## config.mk

```make
export PLATFORM = sky130hd
export DESIGN_NAME = instr_store
export DESIGN_NICKNAME = d
export VERILOG_FILES = /design/src/rtl/instr_store.sv
export SDC_FILE = /design/constraint.sdc
export NUM_CORES = 1
export LEC_CHECK = 0
export CAP_MARGIN = 20
export CORE_MARGIN = 2
export CORE_UTILIZATION = 65
export CTS_BUF_LIST = sky130_fd_sc_hd__clkbuf_8
export DETAILED_ROUTE_END_ITERATION = 8
export PLACE_DENSITY_LB_ADDON = 0.25
export REMOVE_ABC_BUFFERS = 1
export SLEW_MARGIN = 10
export SYNTH_ARGS = -nofsm -noshare
export SYNTH_HDL_FRONTEND = slang
export SYNTH_SLANG_ARGS = --single-unit
```

## constraint.sdc

```tcl
create_clock -name clk -period 3.41 [get_ports clk]
set_clock_uncertainty 0.15 [all_clocks]
set_input_delay 0.5115 -clock clk [delete_from_list [all_inputs] [get_ports clk]]
set_output_delay 0.5115 -clock clk [all_outputs]
set_load 0.05 [all_outputs]
```

## src/rtl/instr_store.sv

```systemverilog
// Writable multi-bank instruction store with per-bank program length,
// registered one-cycle fetch and a background bank erase engine.
module instr_store #(
  parameter int unsigned IW = 8,
  parameter int unsigned AW = 5,
  parameter int unsigned NUM_BANKS = 2,
  parameter logic [IW-1:0] STOP_WORD = IW'(8'b11000011),
  localparam int unsigned BW = (NUM_BANKS > 1) ? $clog2(NUM_BANKS) : 1
) (
  input  logic          clk,
  input  logic          clear,
  input  logic          wr_en,
  input  logic [BW-1:0] wr_bank,
  input  logic [AW-1:0] wr_addr,
  input  logic [IW-1:0] wr_data,
  input  logic          rd_req,
  input  logic [BW-1:0] rd_bank,
  input  logic [AW-1:0] rd_addr,
  output logic [IW-1:0] instruction,
  output logic          rd_valid,
  output logic          past_end,
  input  logic          erase_en,
  input  logic [BW-1:0] erase_bank,
  output logic          busy,
  output logic [AW:0]   prog_len
);

  localparam int unsigned DEPTH = 2 ** AW;
  localparam int unsigned LW    = AW + 1;

  typedef enum logic {IDLE, ERASE} state_t;

  state_t        state, state_d;
  logic [IW-1:0] mem [NUM_BANKS][DEPTH];
  logic [LW-1:0] len [NUM_BANKS];
  logic [BW-1:0] ebank;
  logic [AW-1:0] ptr;

  logic          wr_ok_c, rd_ok_c, er_ok_c, rd_hit_c, start_c;
  logic [BW-1:0] wr_idx_c, rd_idx_c;
  logic [LW-1:0] rd_len_c, wr_end_c;

  // Bank validity and safe indices; an out-of-range bank never reaches the array.
  always_comb begin
    wr_ok_c  = wr_en && !busy && (32'(wr_bank) < NUM_BANKS);
    rd_ok_c  = 32'(rd_bank) < NUM_BANKS;
    er_ok_c  = 32'(erase_bank) < NUM_BANKS;
    wr_idx_c = wr_ok_c ? wr_bank : '0;
    rd_idx_c = rd_ok_c ? rd_bank : '0;
    rd_len_c = rd_ok_c ? len[rd_idx_c] : '0;
    rd_hit_c = rd_ok_c && (LW'(rd_addr) < rd_len_c);
    wr_end_c = LW'(wr_addr) + LW'(1);
  end

  assign prog_len = rd_len_c;

  always_ff @(posedge clk) begin
    if (clear) state <= IDLE;
    else       state <= state_d;
  end

  // Erase sequencing: the pointer runs 0..DEPTH-1 and stops on compare, not on wrap.
  always_comb begin
    state_d = state;
    start_c = 1'b0;
    case (state)
      IDLE: begin
        if (erase_en && er_ok_c) begin
          state_d = ERASE;
          start_c = 1'b1;
        end
      end
      ERASE: begin
        if (ptr == AW'(DEPTH - 1)) state_d = IDLE;
      end
    endcase
  end

  always_ff @(posedge clk) begin
    if (clear) begin
      for (int b = 0; b < int'(NUM_BANKS); b++) begin
        for (int a = 0; a < int'(DEPTH); a++) mem[b][a] <= STOP_WORD;
        len[b] <= '0;
      end
      instruction <= STOP_WORD;
      rd_valid    <= 1'b0;
      past_end    <= 1'b0;
      busy        <= 1'b0;
      ebank       <= '0;
      ptr         <= '0;
    end else begin
      // Fetch sees pre-edge memory and length, so a same-cycle write reads first.
      rd_valid <= rd_req;
      if (rd_req) begin
        instruction <= rd_hit_c ? mem[rd_idx_c][rd_addr] : STOP_WORD;
        past_end    <= !rd_hit_c;
      end
      if (wr_ok_c) begin
        mem[wr_idx_c][wr_addr] <= wr_data;
        if (wr_end_c > len[wr_idx_c]) len[wr_idx_c] <= wr_end_c;
      end
      if (start_c) begin
        ebank           <= erase_bank;
        ptr             <= '0;
        len[erase_bank] <= '0;
      end
      if (state == ERASE) begin
        mem[ebank][ptr] <= STOP_WORD;
        ptr             <= ptr + AW'(1);
      end
      busy <= (state_d == ERASE);
    end
  end

endmodule

```

==> results of run 1 <==
-- power by group through the flow --
stage	combinational, mW	sequential [mW]	clock (mW)
after global placement	1.94	8.00	0
after floorplan	0.946	8.00	0
final	2.04	7.89	5.05
after detailed placement	2.00	8.03	0
after CTS	2.01	7.90	5.09
after global routing	2.15	7.92	5.35
-- registers in the layout (all words and copies together), names as in the netlist --
signal	cells
past_end	1
rd_valid	1
instruction	8
len	12
ebank	1
mem	512
ptr	5
busy	1
-- layout make-up --
cell class	instances	area share [%]
flip-flops and latches	541	56.1
repair buffers	283	8.42
multi-input cells	1046	27.6
clock buffers	88	4.26
well taps	511	2.25
clock inverters	62	1.09
inverters	18	0.238
-- critical path, cell delays in order (launching register included) --
cell	delay (ns)
dfxtp_1	0.45
inv_1	0.10
ha_1	0.23
nor4_1	0.43
nand2b_1	0.24
buf_4	0.23
a21oi_1	0.06
or2_2	0.36
nand2b_1	0.18
nand2b_1	0.15
buf_4	0.17
-- per-stage QoR --
stage                     hold WS [ns]  std cells  TNS (ns)  worst slack (ns)  power, mW
after floorplan                  0.363       1605   -517.85             -1.13       8.95
after global placement           0.354       2399     -3.01            -0.212       9.95
after detailed placement         0.360       2399    -17.56            -0.282       10.0
after CTS                        0.115       2549         0             0.397       15.0
after global routing             0.139       2549         0             0.135       15.4
final                            0.131       2549         0             0.375       15.0
-- layer usage --
layer | GRT usage, % | vias to the layer above | share of wire [%]
met4 | 14.7 | 0 | 4.3
li1 | - | 6944 | -
met1 | 45.8 | 7860 | 35
met3 | 9.49 | 198 | 13
met5 | 0 | - | 0
met2 | 54.4 | 1079 | 47
-- layout by cell type (no fill, tap or decap), types with 40 or more instances in the layout --
master / instances
a21oi_1: 95
buf_4: 233
clkbuf_8: 88
edfxtp_1: 512
inv_1: 40
mux2i_1: 124
mux4_2: 77
nand2_1: 183
nand2b_1: 54
nor2_1: 217
-- path summary, 6_finish.rpt --
kind,start,to,slack [ns],cells after the start
worst min-delay path,clear,ptr[0]$_SDFFE_PP0P_,0.13,2
worst max-delay path,ptr[0]$_SDFFE_PP0P_,mem[0][231]$_SDFFCE_PN1P_,0.38,10
worst max register to register,ptr[0]$_SDFFE_PP0P_,mem[0][231]$_SDFFCE_PN1P_,0.38,10
worst min register to register,instruction[5]$_SDFFE_PP0P_,instruction[5]$_SDFFE_PP0P_,0.38,2
-- cells by family (layout without fill, tap and decap cells) --
logic type,after synthesis,after routing,synth area share (%)
buf+inv,132,451,2.78
fa+ha+maj,20,20,1.02
flops,541,541,65.2
mux,217,217,13.8
xor+xnor,2,2,0.0716
compound gates,171,171,4.41
simple gates,636,636,12.7
==> impl_metrics.env, run 1 <==
export IMPL_gr_usage_all_layers_pct=34.5
export IMPL_netlist_area_sq_um=24500
export IMPL_cp_start_kind="register"
export IMPL_synthTopCellsByArea="edfxtp_1 63%, mux4_2 7.1%, mux2i_1 5.1%"
export IMPL_ys_seq_elements=541
export IMPL_cts_buffers_inserted=84
export IMPL_drive_above_1_share_pct=23.6
export IMPL_post_synth_top_count_cell="edfxtp_1"
export IMPL_finalNetCount=2020
export IMPL_dp_hpwl_mm=45.1
export IMPL_finalCriticalPeriod_ns=3.03
export IMPL_syn_avg_cell_area_sq_um=14.2
export IMPL_final_area_sq_um=28400
export IMPL_synth_area_leader_cell="edfxtp_1"
export IMPL_p_comb_share_pct=13.6
export IMPL_drv_slew=0
export IMPL_final_core_util_pct=76.0
export IMPL_cts_sinks=541
export IMPL_place_gp_congestion=0.933
export IMPL_drc=0
export IMPL_synth_edf_count=512
export IMPL_grt_pass1_wl_mm=97.3
export IMPL_num_rows=71
export IMPL_power_frac_seq_pct=52.7
export IMPL_crit_fanout=14
export IMPL_die_area_sq_um=39200
export IMPL_grt_pass1_vias=16200
export IMPL_yosysSeqAreaShare_pct=65.2
export IMPL_synth_top_area_share_pct=62.9
export IMPL_clock_latency_ns=0.66
export IMPL_p_per_area_nw_per_um2=527
export IMPL_post_cts_resize_count=0
export IMPL_cts_root_buf="clkbuf_8"
export IMPL_switching_power_mw=3.88
export IMPL_wl_mm=65.4
export IMPL_ant_nets=0
export IMPL_vias_per_cell=6.31
export IMPL_cts_tree="yes"
export IMPL_synthArstFlopShare_pct=0
export IMPL_synth_cell_types=59
export IMPL_grt_max_degree=45
export IMPL_rsz0062_at_grt="false"
export IMPL_status="complete, no violations"
export IMPL_antenna_cells=0
export IMPL_max_freq_mhz=330
export IMPL_crit_required_ns=3.62
export IMPL_pin_count=43
export IMPL_fin_crit_sh_pct=89.0
export IMPL_worst_pin_slew_ns=0.863
export IMPL_path_clk_slew_ns=0.06
export IMPL_synth_main_ff_cell="edfxtp_1"
export IMPL_intPower_mw=11.1
export IMPL_die_w_um=198
export IMPL_power_frac_clock_pct=33.7
export IMPL_synth_commonest_cells="512 x edfxtp_1, 221 x nor2_1, 183 x nand2_1, 124 x mux2i_1, 95 x a21oi_1"
export IMPL_synth_cells=1719
export IMPL_finalHoldViolations=0
export IMPL_post_cts_setup_buffers=0
export IMPL_coreArea_sq_um=37400
export IMPL_drtIter0Drc=2009
export IMPL_grt_antenna_before_repair=0
export IMPL_setup_viol=0
export IMPL_power_switching_share_pct=25.9
export IMPL_peakVddDrop_uv=354
export IMPL_cap_viol_max_count=0
export IMPL_area_sequential_sq_um=16000
export IMPL_hold_class="in2reg"
export IMPL_num_vias=16100
export IMPL_multi_input_area_sq_um=7850
export IMPL_port_buffers=42
export IMPL_total_leakage_power_nw=9.92
export IMPL_worstSetupEndpointType="register"
export IMPL_relSlewSlack_pct=42.2
export IMPL_wl_per_cell_um=25.7
export IMPL_clock_path_buffers=3
export IMPL_fillers=2263
export IMPL_path_class="reg2reg"
export IMPL_htreeDepth=3
export IMPL_yosysWarnings=0
export IMPL_syn_to_final_growth_pct=16.2
export IMPL_first_pass_iters=8
export IMPL_holdBufCountCts=0
export IMPL_post_dp_cell_area_sq_um=26900
export IMPL_initial_utilization_pct=65.4
export IMPL_gr_total_overflow=0
export IMPL_worstPathArrival_ns=3.25
export IMPL_chipHeight_um=198
Note: power is estimated with default switching activity, not from simulation.
==> run 2: changes to the inputs <==
- SLEW_MARGIN: 10 -> 25
==> results of run 2 <==
No change in the layout: final DEF, timing and power equal those of run 1.
